[src/rtl/zeroriscy_data_arbiter_if.sv]
// ----------------------------------------------------------------------------
// zeroriscy_data_arbiter_if
//
// Purpose: one req/gnt/rvalid data-memory port as used by the zero-riscy
// LSU. It is used for each master port and for the shared downstream port.
//
// Signals:
//   req    requester -> responder  request, held with its fields until gnt
//   addr   requester -> responder  32-bit byte address
//   we     requester -> responder  write enable
//   be     requester -> responder  4-bit byte enables
//   wdata  requester -> responder  32-bit write data
//   gnt    responder -> requester  request accepted
//   rvalid responder -> requester  response valid, in grant order
//   rdata  responder -> requester  32-bit read data
//   err    responder -> requester  bus error, qualified by rvalid
//
// Modports:
//   master  the side that issues requests
//   slave   the side that accepts requests and returns responses
// ----------------------------------------------------------------------------
interface zeroriscy_data_arbiter_if;
  logic        req;
  logic [31:0] addr;
  logic        we;
  logic [3:0]  be;
  logic [31:0] wdata;
  logic        gnt;
  logic        rvalid;
  logic [31:0] rdata;
  logic        err;

  modport master (
    output req, addr, we, be, wdata,
    input  gnt, rvalid, rdata, err
  );

  modport slave (
    input  req, addr, we, be, wdata,
    output gnt, rvalid, rdata, err
  );
endinterface

[src/rtl/zeroriscy_data_arbiter.sv]
// ----------------------------------------------------------------------------
// zeroriscy_data_arbiter
//
// Purpose: shares one data-memory port between the zero-riscy LSU (m0) and
// a second master (m1). Requests pass through combinationally. An owner FIFO
// records the master behind each granted transaction so every response goes
// back to the master that issued it.
//
// Parameters:
//   MAX_OUTSTANDING  owner FIFO depth = max granted transactions still
//                    waiting for rvalid (1..4)
//
// Ports:
//   clk                in   core clock
//   rst_n              in   asynchronous active-low reset
//   m0                 slave modport  master 0 (core LSU)
//   m1                 slave modport  master 1 (second master)
//   data               master modport downstream memory / interconnect
//   spurious_rvalid_o  out  sticky: rvalid received with no transaction
//                           outstanding (cleared only by reset)
//
// Configuration macro:
//   ZERORISCY_DATA_ARB_RR_EN  defined   -> round-robin tie-break
//                             undefined -> fixed priority, m0 wins
// ----------------------------------------------------------------------------
module zeroriscy_data_arbiter #(
  parameter int unsigned MAX_OUTSTANDING = 2
) (
  input  logic                            clk,
  input  logic                            rst_n,
  zeroriscy_data_arbiter_if.slave         m0,
  zeroriscy_data_arbiter_if.slave         m1,
  zeroriscy_data_arbiter_if.master        data,
  output logic                            spurious_rvalid_o
);

  localparam int unsigned PTR_W = (MAX_OUTSTANDING > 1) ? $clog2(MAX_OUTSTANDING) : 1;
  localparam int unsigned CNT_W = $clog2(MAX_OUTSTANDING + 1);
  localparam logic [CNT_W-1:0] CNT_MAX  = CNT_W'(MAX_OUTSTANDING);
  localparam logic [PTR_W-1:0] PTR_LAST = PTR_W'(MAX_OUTSTANDING - 1);

  // Pointers wrap modulo the depth, which need not be a power of two.
  function automatic logic [PTR_W-1:0] ptr_next(input logic [PTR_W-1:0] ptr);
    logic [PTR_W-1:0] nxt;
    if (ptr == PTR_LAST) begin
      nxt = {PTR_W{1'b0}};
    end else begin
      nxt = ptr + PTR_W'(1);
    end
    return nxt;
  endfunction

  // State
  logic                       lock_valid_r;
  logic                       lock_id_r;
  logic [MAX_OUTSTANDING-1:0] owner_r;
  logic [PTR_W-1:0]           wptr_r;
  logic [PTR_W-1:0]           rptr_r;
  logic [CNT_W-1:0]           count_r;
  logic                       spurious_r;
`ifdef ZERORISCY_DATA_ARB_RR_EN
  logic                       last_gnt_r;
`endif

  // Combinational decisions
  logic sel_id_s;
  logic sel_valid_s;
  logic full_s;
  logic empty_s;
  logic req_out_s;
  logic grant_s;
  logic push_s;
  logic pop_s;
  logic spurious_s;
  logic head_owner_s;

  // Master selection: a pending lock wins, otherwise the tie-break applies.
  always_comb begin
    sel_id_s    = 1'b0;
    sel_valid_s = 1'b0;
    if (lock_valid_r) begin
      sel_id_s    = lock_id_r;
      sel_valid_s = lock_id_r ? m1.req : m0.req;
    end else if (m0.req && m1.req) begin
`ifdef ZERORISCY_DATA_ARB_RR_EN
      // The master that did not win the last grant takes the tie.
      sel_id_s    = ~last_gnt_r;
`else
      sel_id_s    = 1'b0;
`endif
      sel_valid_s = 1'b1;
    end else if (m1.req) begin
      sel_id_s    = 1'b1;
      sel_valid_s = 1'b1;
    end else begin
      sel_id_s    = 1'b0;
      sel_valid_s = m0.req;
    end
  end

  // FIFO status and handshake events. The full check uses the registered
  // count, so a pop in the same cycle does not unmask the request.
  always_comb begin
    full_s       = (count_r == CNT_MAX);
    empty_s      = (count_r == {CNT_W{1'b0}});
    req_out_s    = sel_valid_s && !full_s;
    grant_s      = req_out_s && data.gnt;
    push_s       = grant_s;
    pop_s        = data.rvalid && !empty_s;
    spurious_s   = data.rvalid && empty_s;
    head_owner_s = owner_r[rptr_r];
  end

  // Downstream request mux; all fields are zero while nothing is forwarded.
  always_comb begin
    data.req   = req_out_s;
    data.addr  = 32'h0000_0000;
    data.we    = 1'b0;
    data.be    = 4'b0000;
    data.wdata = 32'h0000_0000;
    if (req_out_s) begin
      if (sel_id_s) begin
        data.addr  = m1.addr;
        data.we    = m1.we;
        data.be    = m1.be;
        data.wdata = m1.wdata;
      end else begin
        data.addr  = m0.addr;
        data.we    = m0.we;
        data.be    = m0.be;
        data.wdata = m0.wdata;
      end
    end else begin
      data.addr  = 32'h0000_0000;
    end
  end

  // Grant and response routing back to the masters.
  always_comb begin
    m0.gnt    = grant_s && !sel_id_s;
    m1.gnt    = grant_s && sel_id_s;
    m0.rvalid = 1'b0;
    m1.rvalid = 1'b0;
    m0.err    = 1'b0;
    m1.err    = 1'b0;
    m0.rdata  = data.rdata;
    m1.rdata  = data.rdata;
    if (pop_s) begin
      if (head_owner_s) begin
        m1.rvalid = 1'b1;
        m1.err    = data.err;
      end else begin
        m0.rvalid = 1'b1;
        m0.err    = data.err;
      end
    end else begin
      m0.rvalid = 1'b0;
    end
  end

  // Lock register: keeps an ungranted downstream request on the same master.
  always_ff @(posedge clk or negedge rst_n) begin
    if (!rst_n) begin
      lock_valid_r <= 1'b0;
      lock_id_r    <= 1'b0;
    end else begin
      lock_valid_r <= req_out_s && !data.gnt;
      if (req_out_s) begin
        lock_id_r <= sel_id_s;
      end else begin
        lock_id_r <= lock_id_r;
      end
    end
  end

`ifdef ZERORISCY_DATA_ARB_RR_EN
  // Last-granted master; resets to m1 so m0 wins the first tie.
  always_ff @(posedge clk or negedge rst_n) begin
    if (!rst_n) begin
      last_gnt_r <= 1'b1;
    end else if (grant_s) begin
      last_gnt_r <= sel_id_s;
    end else begin
      last_gnt_r <= last_gnt_r;
    end
  end
`endif

  // Owner FIFO: push on downstream grant, pop on rvalid; both may happen.
  always_ff @(posedge clk or negedge rst_n) begin
    if (!rst_n) begin
      owner_r <= {MAX_OUTSTANDING{1'b0}};
      wptr_r  <= {PTR_W{1'b0}};
      rptr_r  <= {PTR_W{1'b0}};
      count_r <= {CNT_W{1'b0}};
    end else begin
      if (push_s) begin
        owner_r[wptr_r] <= sel_id_s;
        wptr_r          <= ptr_next(wptr_r);
      end else begin
        wptr_r          <= wptr_r;
      end
      if (pop_s) begin
        rptr_r <= ptr_next(rptr_r);
      end else begin
        rptr_r <= rptr_r;
      end
      case ({push_s, pop_s})
        2'b10:   count_r <= count_r + CNT_W'(1);
        2'b01:   count_r <= count_r - CNT_W'(1);
        default: count_r <= count_r;
      endcase
    end
  end

  // Sticky flag for responses that arrive with nothing outstanding.
  always_ff @(posedge clk or negedge rst_n) begin
    if (!rst_n) begin
      spurious_r <= 1'b0;
    end else if (spurious_s) begin
      spurious_r <= 1'b1;
    end else begin
      spurious_r <= spurious_r;
    end
  end

  assign spurious_rvalid_o = spurious_r;

endmodule

[src/flat_wrapper.sv]
// flat-port wrapper written by rule: the top's interface ports become plain ports
module zeroriscy_data_arbiter_flat 
#(
  parameter int unsigned MAX_OUTSTANDING = 2
)
  (clk, rst_n, spurious_rvalid_o, m0_req, m0_addr, m0_we, m0_be, m0_wdata, m0_gnt, m0_rvalid, m0_rdata, m0_err, m1_req, m1_addr, m1_we, m1_be, m1_wdata, m1_gnt, m1_rvalid, m1_rdata, m1_err, data_req, data_addr, data_we, data_be, data_wdata, data_gnt, data_rvalid, data_rdata, data_err);
  zeroriscy_data_arbiter_if m0_i ();
  zeroriscy_data_arbiter_if m1_i ();
  zeroriscy_data_arbiter_if data_i ();
  input  logic clk;
  input  logic rst_n;
  output logic spurious_rvalid_o;
  input wire logic [$bits(m0_i.req)-1:0] m0_req;
  input wire logic [$bits(m0_i.addr)-1:0] m0_addr;
  input wire logic [$bits(m0_i.we)-1:0] m0_we;
  input wire logic [$bits(m0_i.be)-1:0] m0_be;
  input wire logic [$bits(m0_i.wdata)-1:0] m0_wdata;
  output wire logic [$bits(m0_i.gnt)-1:0] m0_gnt;
  output wire logic [$bits(m0_i.rvalid)-1:0] m0_rvalid;
  output wire logic [$bits(m0_i.rdata)-1:0] m0_rdata;
  output wire logic [$bits(m0_i.err)-1:0] m0_err;
  input wire logic [$bits(m1_i.req)-1:0] m1_req;
  input wire logic [$bits(m1_i.addr)-1:0] m1_addr;
  input wire logic [$bits(m1_i.we)-1:0] m1_we;
  input wire logic [$bits(m1_i.be)-1:0] m1_be;
  input wire logic [$bits(m1_i.wdata)-1:0] m1_wdata;
  output wire logic [$bits(m1_i.gnt)-1:0] m1_gnt;
  output wire logic [$bits(m1_i.rvalid)-1:0] m1_rvalid;
  output wire logic [$bits(m1_i.rdata)-1:0] m1_rdata;
  output wire logic [$bits(m1_i.err)-1:0] m1_err;
  output wire logic [$bits(data_i.req)-1:0] data_req;
  output wire logic [$bits(data_i.addr)-1:0] data_addr;
  output wire logic [$bits(data_i.we)-1:0] data_we;
  output wire logic [$bits(data_i.be)-1:0] data_be;
  output wire logic [$bits(data_i.wdata)-1:0] data_wdata;
  input wire logic [$bits(data_i.gnt)-1:0] data_gnt;
  input wire logic [$bits(data_i.rvalid)-1:0] data_rvalid;
  input wire logic [$bits(data_i.rdata)-1:0] data_rdata;
  input wire logic [$bits(data_i.err)-1:0] data_err;
  assign m0_i.req = m0_req;
  assign m0_i.addr = m0_addr;
  assign m0_i.we = m0_we;
  assign m0_i.be = m0_be;
  assign m0_i.wdata = m0_wdata;
  assign m0_gnt = m0_i.gnt;
  assign m0_rvalid = m0_i.rvalid;
  assign m0_rdata = m0_i.rdata;
  assign m0_err = m0_i.err;
  assign m1_i.req = m1_req;
  assign m1_i.addr = m1_addr;
  assign m1_i.we = m1_we;
  assign m1_i.be = m1_be;
  assign m1_i.wdata = m1_wdata;
  assign m1_gnt = m1_i.gnt;
  assign m1_rvalid = m1_i.rvalid;
  assign m1_rdata = m1_i.rdata;
  assign m1_err = m1_i.err;
  assign data_req = data_i.req;
  assign data_addr = data_i.addr;
  assign data_we = data_i.we;
  assign data_be = data_i.be;
  assign data_wdata = data_i.wdata;
  assign data_i.gnt = data_gnt;
  assign data_i.rvalid = data_rvalid;
  assign data_i.rdata = data_rdata;
  assign data_i.err = data_err;
  zeroriscy_data_arbiter #(.MAX_OUTSTANDING(MAX_OUTSTANDING)) u_core (.clk(clk), .rst_n(rst_n), .m0(m0_i), .m1(m1_i), .data(data_i), .spurious_rvalid_o(spurious_rvalid_o));
endmodule
[config.mk]
export PLATFORM = sky130hd
export DESIGN_NAME = zeroriscy_data_arbiter_flat
export DESIGN_NICKNAME = d
export VERILOG_FILES = /design/src/rtl/zeroriscy_data_arbiter_if.sv /design/src/rtl/zeroriscy_data_arbiter.sv /design/src/flat_wrapper.sv
export SDC_FILE = /design/constraint.sdc
export NUM_CORES = 1
export LEC_CHECK = 0
export CORE_AREA = 2 2 122 124
export CTS_BUF_LIST = sky130_fd_sc_hd__clkbuf_4 sky130_fd_sc_hd__clkbuf_8
export CTS_CLUSTER_SIZE = 25
export DETAILED_ROUTE_END_ITERATION = 12
export DIE_AREA = 0 0 124 126
export SYNTH_ARGS = -nofsm -noshare
export SYNTH_HDL_FRONTEND = slang
export SYNTH_SLANG_ARGS = --single-unit
export TNS_END_PERCENT = 1
[constraint.sdc]
create_clock -name clk -period 4.18 [get_ports clk]
set_input_delay 0.836 -clock clk [delete_from_list [all_inputs] [get_ports clk]]
set_output_delay 0.836 -clock clk [all_outputs]
set_load 0.02 [all_outputs]
=== Yosys cells after proc, flatten, opt, wreduce, memory -nomap -nowiden ===
Index checks and enable logic that the tools add are counted.

* Bits in registers: 9
* Input port bits: 177
* Output and inout bits: 141
* Logic and storage cells: 63

* $add $sub $neg: 4
* Magnitude comparators: 3
* Equal/unequal tests: 3
* Mux-type cells: 31
* Reductions and logical operators: 15

{| class="wikitable"
|+ Operators by type and width
! cell !! count
|-
| 32-bit 2-to-1 mux || 4
|-
| 1-bit 2-to-1 mux || 22
|-
| 1-bit logical AND || 9
|-
| 4-bit 2-to-1 mux || 2
|-
| 2-bit equality test, second input constant || 2
|-
| 1-bit logical NOT || 4
|-
| 1-bit by 2-bit less-than comparator with 1-bit output, second input constant || 2
|-
| 2-bit case mux with 2 select lines || 1
|-
| 1-bit adder, second input constant || 2
|-
| 2-bit by 1-bit adder with 2-bit output, second input constant || 1
|-
| 2-bit bitwise mux || 1
|-
| 2-bit by 1-bit equality test with 1-bit output, second input constant || 1
|-
| 2-bit logical NOT || 1
|-
| 2-bit nonzero test || 1
|-
| 2-bit by 1-bit subtractor with 2-bit output, second input constant || 1
|-
| 1-bit demux with 1-bit select || 1
|-
| 1-bit >= comparator, second input constant || 1
|}

=== Longest topological paths before layout ===
Gate-level depths: netlist (run 1).

* Depth in word-level cells: 7
* Mapped depth: 8
* Depth with buffers taken out: 8

=== Worst setup path before layout (run 1) ===
OpenSTA, ideal clock, no wires.

* Path kind: input-to-output
* From: input m0_req
* To: output data_addr[10]
* Arrival: 1.981 ns
* Data required time: 3.344 ns
* Slack: 1.363 ns
* Stages: 5
* Buffers on the path: 1
* Cell sequence: nand2b_1 -> o21ai_1 -> clkbuf_1 -> nand2_1 -> a21oi_1

* Word-level cells in the longest chain between the ends: 5
* Elaborated cells on any way between the ends: 10
* Classes of those cells: 8 x mux; 2 x reduce/logical

{| class="wikitable"
|+ Ends and longest elaborated chain
! item !! RTL line !! RTL
|-
| start, declared || flat_wrapper.sv:13 || <nowiki>input wire logic [$bits(m0_i.req)-1:0] m0_req;</nowiki>
|-
| 1-bit logical AND / 1-bit 2-to-1 mux (equally long branches) || zeroriscy_data_arbiter.sv:84, zeroriscy_data_arbiter.sv:92 ||
|-
| 1-bit 2-to-1 mux || zeroriscy_data_arbiter.sv:84 || <nowiki>end else if (m0.req && m1.req) begin</nowiki>
|-
| 1-bit 2-to-1 mux || zeroriscy_data_arbiter.sv:81 || <nowiki>if (lock_valid_r) begin</nowiki>
|-
| 32-bit 2-to-1 mux / 1-bit logical AND (equally long branches) || zeroriscy_data_arbiter.sv:122, zeroriscy_data_arbiter.sv:106 ||
|-
| 32-bit 2-to-1 mux * || zeroriscy_data_arbiter.sv:121 || <nowiki>if (req_out_s) begin</nowiki>
|-
| end, declared || flat_wrapper.sv:32 || <nowiki>output wire logic [$bits(data_i.addr)-1:0] data_addr;</nowiki>
|}

Every way passes the cells marked *; elsewhere a longest branch is shown, timed or not.

=== Worst setup path after layout (run 1) ===
* From: input m1_req
* To: output data_be[1]

* Word-level cells in the longest chain between the ends: 5
* Elaborated cells on any way between the ends: 11
* Classes of those cells: 9 x mux; 2 x reduce/logical

{| class="wikitable"
|+ Ends and longest elaborated chain
! item !! RTL line !! RTL
|-
| start, declared || flat_wrapper.sv:22 || <nowiki>input wire logic [$bits(m1_i.req)-1:0] m1_req;</nowiki>
|-
| 1-bit 2-to-1 mux / 1-bit logical AND (equally long branches) || zeroriscy_data_arbiter.sv:92, zeroriscy_data_arbiter.sv:84 ||
|-
| 1-bit 2-to-1 mux || zeroriscy_data_arbiter.sv:84 ||
|-
| 1-bit 2-to-1 mux || zeroriscy_data_arbiter.sv:81 ||
|-
| 4-bit 2-to-1 mux / 1-bit logical AND (equally long branches) || zeroriscy_data_arbiter.sv:122, zeroriscy_data_arbiter.sv:106 ||
|-
| 4-bit 2-to-1 mux * || zeroriscy_data_arbiter.sv:121 ||
|-
| end, declared || flat_wrapper.sv:34 || <nowiki>output wire logic [$bits(data_i.be)-1:0] data_be;</nowiki>
|}

Marks and branches as above.

==> flow_summary_export.csv, run 1 <==
group,metric,value,unit
timing,tns,0,ns
floorplan,die_area,0.0156,mm2
floorplan,core,0.0143,mm2
cts,ctsHoldBuffers,0,
timing,finalCritPeriodShare,92.2,%
hold_path,hold_path.startpoint,"u_core.spurious_rvalid_o",
cts,clk_pin_slew_worst_paths,0.04,ns
detailed_routing,vias,2666,
detailed_routing,drcViolationCount,0,
setup_path,crit_buf_inv,3,
job,max_cap_violations,0,
timing,relSlewSlack,62.7,%
setup_path,max_stage_delay,0.63,ns
power_and_ir_drop,p_int,949,uW
setup_path,critical_path.cell_chain,"clkdlybuf4s50_1 > mux2i_1 > a221o_4 > buf_4 > a21oi_1 > clkdlybuf4s50_1",
setup_path,r2r_cells,8,
grt,grtUsageTotal,9.42,%
final_layout,drive_gt1_share,13.3,%
final_layout,antennaDiodeCount,0,
timing,finalMaxSlewViolations,0,
cts,cts-resized-gates,0,
cts,cts.path.max_buffers,2,
setup_path,cp_max_fo,40,
cts,clkLatencyLatePin,0.23,ns
synth,ys_seq_elements,9,
setup_path,critPathLaunchType,"input port",
final_layout,final_common_cell,"clkdlybuf4s50_1",
timing,finClkSkew,0.000181,ns
hold_path,hold_end,"u_core.spurious_rvalid_o",
synth,synth_cells,340,
timing,rsz0062_at_grt,"no",
grt,grt_pass1_wl,12100,um
setup_path,rr_startpoint,"u_core.lock_id_r",
hold_path,holdPathStages,1,
timing,max_freq,260,MHz
final_layout,final_util,28.6,%
cts,cts_tree,"yes",
power_and_ir_drop,p_comb_share,85.4,%
synth,ys_seq_area_share,10.5,%
placed_design,dp.cells,662,
grt,grt_pass1_vias,2606,
grt,overflow,0,
power_and_ir_drop,power.switching,952,uW
cts,cts_setup_buffers,0,
setup_path,crit_start,"m1_req",
placed_design,gp_congestion,0.730,
timing,worst_slew_pin_slew,0.559,ns
setup_path,r2r_setup_slack,2.32,ns
detailed_routing,wl_per_cell,12.5,um
setup_path,r2r_end,"u_core.count_r[1]",
final_layout,final_cell_mix,"clkdlybuf4s50_1 (221), nand2_1 (141), a21oi_2 (49), a21oi_1 (20), dfrtp_1 (9)",
timing,setup_violations,0,
placed_design,port_buffers,221,
setup_path,endpoint_kind,"output port",
power_and_ir_drop,power_frac_seq,9.2,%
synth,synth_area,0.00215,mm2
setup_path,cp.required,3.34,ns
timing,hold_viol_final,0,
synth,synth_nets,518,
power_and_ir_drop,p_leak,0.00152,uW
detailed_routing,dr.pass1.iters,4,
cts,htreeDepth,1,
power_and_ir_drop,vdd_ir_drop_max,0.263,mV
floorplan,die_w,124,um
setup_path,critical_path_arrival,3.02,ns
cts,cts-root-buf,"clkbuf_8",
floorplan,die_y,126,um
detailed_routing,drt-initial-drc-count,62,
status,status,"finished, final reports clean",
setup_path,cp_top_family,"buffers and inverters",
final_layout,final_nets,661,
placed_design,dp_hpwl,6610,um
power_and_ir_drop,swShare,50.1,%
detailed_routing,antenna_left,0,
grt,grt_start_max_net_pins,74,
hold_path,hold_path_class,"flop to flop",
floorplan,std_cell_rows,44,
timing,whs,0.460,ns
final_layout,syn_to_final_growth,89.9,%
synth,ys_warn_count,0,
grt,antenna_found_initial,0,
setup_path,slowest_stage,"clkdlybuf4s50_1",
cts,cts_buffers,3,
power_and_ir_drop,clkPwrFrac,5.5,%
power_and_ir_drop,powerDensity,465,mW/mm2
setup_path,path_class,"input port to output port",
synth,avgSynthCellArea,6.33,um2
floorplan,num_io_pins,318,
floorplan,start_util,15.0,%
synth,synth.distinct_cells,28,
final_layout,stdcell_count,666,
timing,min_period,3.85,ns
cts,clock-sinks,9,
detailed_routing,viasPerCell,4.00,
detailed_routing,routed_wl,8350,um
setup_path,critPathMostFrequentCell,"clkdlybuf4s50_1",
==> per-stage QoR <==
stage	power [uW]	setup slack (ns)	instance area, um2
finish	1900	0.328	4090
global route	2040	0.248	4090
CTS	1930	0.328	4090
detailed placement	1820	0.332	4040
global placement	1790	0.342	4040
floorplan	1220	1.36	2150
==> cells by family after synthesis <==
| family | share of synthesized area, % |
|---|---|
| AND/OR/NAND/NOR | 27.1 |
| buffers and inverters | 30.2 |
| AO/OA/AOI/OAI | 28.7 |
| flip-flops | 10.5 |
| XOR/XNOR | 2.03 |
| multiplexers | 0.930 |
| adder cells (fa/ha/maj) | 0.581 |
==> cell usage after synthesis (all sizes together) <==
| cell type | count | area (um2) |
|---|---|---|
| nand2 | 142 | 536 |
| buf | 78 | 601 |
| a21oi | 69 | 529 |
| clkbuf | 9 | 33.8 |
| dfrtp | 9 | 225 |
| nor2 | 8 | 30.0 |
| inv | 4 | 15.0 |
| xnor2 | 4 | 35.0 |
| o21ai | 3 | 15.0 |
| mux2i | 2 | 20.0 |
| o31ai | 2 | 33.8 |
| a21o | 1 | 7.51 |
| a221o | 1 | 10.0 |
| a31oi | 1 | 6.26 |
| a41oi | 1 | 8.76 |
| and3 | 1 | 6.26 |
| ha | 1 | 12.5 |
| nand2b | 1 | 6.26 |
| nor2b | 1 | 6.26 |
| o21a | 1 | 7.51 |
| xor2 | 1 | 8.76 |
==> per-layer routing <==
| metal | up-vias | wire (um) | track usage [%] |
|---|---|---|---|
| li1 | 1306 | - | - |
| met4 | 0 | 258 | 3.50 |
| met2 | 167 | 4080 | 17.8 |
| met5 | - | 0 | 0 |
| met3 | 34 | 1140 | 3.49 |
| met1 | 1159 | 2870 | 9.12 |
==> registers in the layout, summed over array words and instances (netlist names) <==
name	cells
u_core.count_r	2
u_core.lock_id_r	1
u_core.lock_valid_r	1
u_core.owner_r	2
u_core.rptr_r	1
u_core.spurious_rvalid_o	1
u_core.wptr_r	1
==> power by group through the flow <==
stage	logic, uW	registers [uW]	clock network (uW)
after floorplan	1050	162	0
after detailed placement	1640	176	0
final	1620	174	104
after global placement	1620	173	0
after global routing	1750	180	117
after CTS	1650	175	108
==> worst max path at each step <==
stage / depth (start not counted) / endpoint / slack (ns)
after floorplan: 5 / data_addr[10] / 1.36
after global placement: 6 / data_addr[2] / 0.34
after detailed placement: 6 / data_be[2] / 0.33
after CTS: 6 / data_be[2] / 0.33
after global routing: 6 / data_be[1] / 0.25
final: 6 / data_be[1] / 0.33
==> layout make-up <==
type                            count  area, um2
Inverter                            4       15.0
Sequential cell                     9        225
Clock buffer                        4       48.8
Multi-Input combinational cell    240       1300
Fill cell                        1545      10200
Tap cell                          184        230
Timing Repair Buffer              225       2270
No activity file was read; power rests on OpenSTA's default activity.
==> run 2: changes to the inputs <==
- CORE_AREA: 2 2 122 124 -> 2 2 123 125
- DIE_AREA: 0 0 124 126 -> 0 0 125 127
- clock period: 4.18 -> 3.7 ns (I/O delays scaled with it)
==> flow_summary_export.csv, run 2 (synthesis gave the netlist of run 1 again) <==
group,metric,value,unit
setup_path,cp_max_fo,34,
cts,cts_buffers,3,
placed_design,postPlaceCellArea,0.00411,mm2
power_and_ir_drop,powerDensity,534,mW/mm2
cts,clock-sinks,9,
timing,hold_viol_final,0,
setup_path,cp_top_family,"buffers and inverters",
detailed_routing,drt-initial-drc-count,97,
power_and_ir_drop,clkPwrFrac,5.3,%
placed_design,port_buffers,221,
floorplan,num_io_pins,318,
detailed_routing,antenna_left,0,
cts,clk_pin_slew_worst_paths,0.04,ns
final_layout,antennaDiodeCount,0,
setup_path,critPathMostFrequentCell,"clkdlybuf4s50_1",
final_layout,final_common_cell,"clkdlybuf4s50_1",
final_layout,syn_to_final_growth,92.9,%
grt,grt_pass1_vias,2719,
timing,whs,0.454,ns
setup_path,cp.required,2.96,ns
final_layout,final_nets,663,
timing,max_freq,280,MHz
power_and_ir_drop,power.switching,1100,uW
floorplan,die_area,0.0159,mm2
status,status,"finished, final reports clean",
floorplan,core,0.0144,mm2
timing,finClkSkew,0.00347,ns
cts,cts-root-buf,"clkbuf_8",
floorplan,start_util,14.9,%
final_layout,final_cell_mix,"clkdlybuf4s50_1 (221), nand2_1 (141), a21oi_2 (49), a21oi_1 (20), dfrtp_1 (9)",
setup_path,crit_buf_inv,3,
final_layout,drive_gt1_share,13.6,%
setup_path,endpoint_kind,"output port",
timing,rsz0062_at_grt,"no",
setup_path,critical_path_arrival,2.83,ns
setup_path,path_class,"input port to output port",
power_and_ir_drop,power.total,2220,uW
power_and_ir_drop,p_int,1120,uW
power_and_ir_drop,p_comb_share,85.8,%
detailed_routing,routed_wl,8750,um
floorplan,die_y,127,um
cts,ctsHoldBuffers,0,
power_and_ir_drop,p_leak,0.00155,uW
cts,cts-resized-gates,0,
grt,antenna_found_initial,0,
grt,grt_start_max_net_pins,39,
detailed_routing,viasPerCell,4.00,
cts,cts_tree,"yes",
hold_path,hold_path_class,"flop to flop",
cts,cts.path.max_buffers,2,
setup_path,max_stage_delay,0.63,ns
timing,relSlewSlack,67.9,%
final_layout,final_area,0.00415,mm2
cts,cts_setup_buffers,0,
setup_path,critPathLaunchType,"input port",
final_layout,layout.area.seq,225,um2
grt,grt_pass1_wl,13500,um
final_layout,n_fill_cell,1553,
timing,min_period,3.57,ns
final_layout,multi_input_comb_area,0.00130,mm2
timing,worst_slew_pin_slew,0.476,ns
job,max_cap_violations,0,
setup_path,slowest_stage,"clkdlybuf4s50_1",
detailed_routing,dr.pass1.iters,5,
placed_design,dpl_worst_slack,0.143,ns
detailed_routing,wl_per_cell,13.1,um
placed_design,dp_hpwl,7100,um
power_and_ir_drop,vdd_ir_drop_max,0.258,mV
power_and_ir_drop,swShare,49.5,%
detailed_routing,vias,2675,
setup_path,critical_path.cell_chain,"clkdlybuf4s50_1 > mux2i_1 > a221o_4 > buf_12 > a21oi_1 > clkdlybuf4s50_1",
timing,setup_violations,0,
floorplan,die_w,125,um
timing,finalCritPeriodShare,96.5,%
final_layout,top_regs,"u_core.count_r x2, u_core.owner_r x2",
cts,clkLatencyLatePin,0.23,ns
placed_design,gp_congestion,0.792,
timing,finalMaxSlewViolations,0,
detailed_routing,drcViolationCount,0,
grt,grtUsageTotal,10.2,%
floorplan,std_cell_rows,44,
timing,setup_ws,0.131,ns
grt,overflow,0,
power_and_ir_drop,power_frac_seq,8.9,%
cts,htreeDepth,1,
timing,tns,0,ns
-- run 2: per-stage QoR --
| step | util (%) | instances |
|---|---|---|
| 3_3_place_gp | 28.5 | 664 |
| 2_1_floorplan | - | 340 |
| 6_report | 28.8 | 668 |
| 3_5_place_dp | 28.5 | 664 |
| 4_1_cts | 28.8 | 668 |
| 5_1_grt | 28.8 | 668 |
-- run 2: worst paths after layout --
kind                                          startpoint                       end  slack, ns  cells past startpoint
worst max-delay path                              m1_req             data_addr[23]       0.13                      6
worst min-delay path            u_core.spurious_rvalid_o  u_core.spurious_rvalid_o       0.45                      1
worst max register to register         u_core.count_r[0]         u_core.count_r[1]       1.73                      7
worst min register to register  u_core.spurious_rvalid_o  u_core.spurious_rvalid_o       0.45                      1
max in group asynchronous                          rst_n             u_core.wptr_r       2.60                      1
min in group asynchronous                          rst_n  u_core.spurious_rvalid_o       0.81                      1
-- run 2: power by group through the flow --
stage / registers [uW] / logic (uW) / clock network (uW)
CTS: 196 / 1930 / 121
global route: 204 / 2050 / 129
detailed placement: 196 / 1920 / 0
global placement: 194 / 1900 / 0
floorplan: 183 / 1190 / 0
finish: 198 / 1900 / 118
-- run 2: final cells by class --
type | instances | area share [%]
clock buffers | 4 | 1.17
inverters | 4 | 0.361
multi-input cells | 240 | 31.4
flip-flops and latches | 9 | 5.42
well taps | 184 | 5.54
repair buffers | 227 | 56.1
-- run 2: metal layers --
layer,track usage [%],part of all wire [%],up-vias
met5,0,0,-
met1,10.7,35,1166
met2,19.0,51,177
met4,2.94,2.1,0
met3,3.77,12,23
li1,-,-,1309
-- run 2: worst reg2reg max path, delay by kind of cell (launching register included) --
| family | cells | cell delay, ns |
|---|---|---|
| AOI/OAI and AO/OA | 1 | 0.49 |
| xor gates and xnor gates | 1 | 0.18 |
| buffers and inverters | 2 | 0.19 |
| DFF | 1 | 0.44 |
| adders and majority gates | 1 | 0.33 |
| and+or+nand+nor | 2 | 0.27 |
==> run 3: changes to the inputs <==
==> constraint.sdc (replaced) <==
create_clock -name clk -period 3.7 [get_ports clk]
set_input_delay 0.74 -clock clk [delete_from_list [all_inputs] [get_ports clk]]
set_output_delay 0.74 -clock clk [all_outputs]
set_load 0.05 [all_outputs]
==> flow_summary_export.csv, run 3 (synthesis gave the netlist of run 1 again) <==
group,metric,value,unit
timing,rsz0062_at_grt,"no",
cts,ctsHoldBuffers,0,
grt,use_met1,10.9,%
grt,antenna_found_initial,0,
grt,grt_use_met2,19.6,%
final_layout,stdcell_count,668,
power_and_ir_drop,power.switching,1880,uW
floorplan,core,0.0144,mm2
power_and_ir_drop,clkPwrFrac,3.4,%
timing,relSlewSlack,63.4,%
floorplan,std_cell_rows,44,
cts,cts_setup_buffers,0,
detailed_routing,wl_per_cell,13.5,um
floorplan,die_w,125,um
power_and_ir_drop,vdd_ir_drop_max,0.301,mV
placed_design,dp.cells,664,
detailed_routing,drcViolationCount,0,
detailed_routing,dr.pass1.iters,4,
cts,cts_buffers,3,
grt,grt_pass1_wl,13900,um
timing,whs,0.464,ns
grt,grt_util_met3,4.31,%
setup_path,cp_max_fo,36,
job,max_cap_violations,0,
hold_path,hold_path_class,"flop to flop",
final_layout,antennaDiodeCount,0,
power_and_ir_drop,p_int,1610,uW
floorplan,start_util,14.9,%
timing,tns,0,ns
final_layout,top_regs,"u_core.count_r x2, u_core.owner_r x2",
grt,grt-busiest-layer,"met2",
cts,clock-sinks,9,
setup_path,path_class,"input port to output port",
timing,finalCritPeriodShare,89.9,%
timing,finalMaxSlewViolations,0,
final_layout,syn_to_final_growth,123,%
floorplan,die_area,0.0159,mm2
setup_path,critical_path_arrival,2.59,ns
placed_design,port_buffers,221,
power_and_ir_drop,powerDensity,724,mW/mm2
detailed_routing,drt-initial-drc-count,85,
cts,clkLatencyLatePin,0.23,ns
placed_design,dp_hpwl,7460,um
timing,finClkSkew,0.00430,ns
cts,cts.path.max_buffers,2,
grt,grtUsageTotal,10.5,%
setup_path,critPathLaunchType,"input port",
power_and_ir_drop,p_leak,0.00190,uW
floorplan,num_io_pins,318,
final_layout,n_fill_cell,1521,
timing,min_period,3.33,ns
timing,max_freq,301,MHz
floorplan,die_y,127,um
timing,setup_violations,0,
detailed_routing,routed_wl,9010,um
cts,cts-resized-gates,0,
cts,clk_pin_slew_worst_paths,0.04,ns
setup_path,slowest_stage,"clkdlybuf4s50_1",
power_and_ir_drop,swShare,53.9,%
final_layout,layout.area.seq,225,um2
grt,overflow,0,
timing,hold_viol_final,0,
final_layout,drive_gt1_share,28.5,%
final_layout,final_nets,663,
setup_path,cp.required,2.96,ns
detailed_routing,viasPerCell,4.01,
cts,htreeDepth,1,
status,status,"finished, final reports clean",
power_and_ir_drop,p_comb_share,90.9,%
detailed_routing,vias,2680,
setup_path,endpoint_kind,"output port",
timing,worst_slew_pin_slew,0.548,ns
detailed_routing,antenna_left,0,
power_and_ir_drop,power_frac_seq,5.7,%
setup_path,max_stage_delay,0.50,ns
placed_design,gp_congestion,0.792,
final_layout,multi_input_comb_area,0.00130,mm2
grt,grt_start_max_net_pins,39,
setup_path,critical_path.cell_chain,"clkdlybuf4s50_1 > mux2i_1 > a221o_4 > buf_4 > a21oi_1 > buf_12",
final_layout,final_common_cell,"clkdlybuf4s50_1",
cts,cts-root-buf,"clkbuf_8",
final_layout,final_cell_mix,"clkdlybuf4s50_1 (149), nand2_1 (141), buf_12 (73), a21oi_2 (49), a21oi_1 (20)",
grt,grt_pass1_vias,2744,
power_and_ir_drop,power.total,3490,uW
cts,cts_tree,"yes",
-- run 3: path summary, 6_finish.rpt --
path | endpoint | slack (ns) | start | depth (start not counted)
hold reg to reg | u_core.spurious_rvalid_o | 0.46 | u_core.spurious_rvalid_o | 1
min in group asynchronous | u_core.lock_id_r | 0.81 | rst_n | 1
setup reg to reg | u_core.count_r[1] | 1.76 | u_core.lock_id_r | 7
max in group asynchronous | u_core.count_r[0] | 2.60 | rst_n | 1
setup / recovery | data_addr[13] | 0.37 | m1_req | 6
hold / removal | u_core.spurious_rvalid_o | 0.46 | u_core.spurious_rvalid_o | 1
-- run 3: final cells by class --
type	count	share of cell area, %
clock buffer	4	1.01
inverter	4	0.312
multi-input combinational	240	27.1
sequential	9	4.68
tap	184	4.78
timing repair buffer	227	62.1
-- run 3: per-layer routing --
| metal | share of wire, % | routed length (um) |
|---|---|---|
| met5 | 0 | 0 |
| met4 | 2.1 | 187 |
| met1 | 34 | 3100 |
| met2 | 51 | 4620 |
| met3 | 12 | 1110 |
-- run 3: power by group through the flow --
stage / Clock [uW] / Combinational [uW] / Sequential, uW
CTS: 122 / 3200 / 197
global route: 129 / 3310 / 203
floorplan: 0 / 1910 / 184
finish: 120 / 3170 / 198
global placement: 0 / 3170 / 195
detailed placement: 0 / 3200 / 199
-- run 3: critical path: cells and delay by family --
| kind | cells | cell delay [ns] |
|---|---|---|
| compound gates | 2 | 0.75 |
| buf+inv | 3 | 0.97 |
| mux | 1 | 0.09 |
-- run 3: stage by stage --
step	worst slack [ns]	utilization (%)	cell area (um2)
after detailed placement	0.377	33.0	4760
after global placement	0.413	33.0	4760
after floorplan	0.654	-	2150
after CTS	0.372	33.4	4810
after global routing	0.266	33.4	4810
final	0.374	33.4	4810
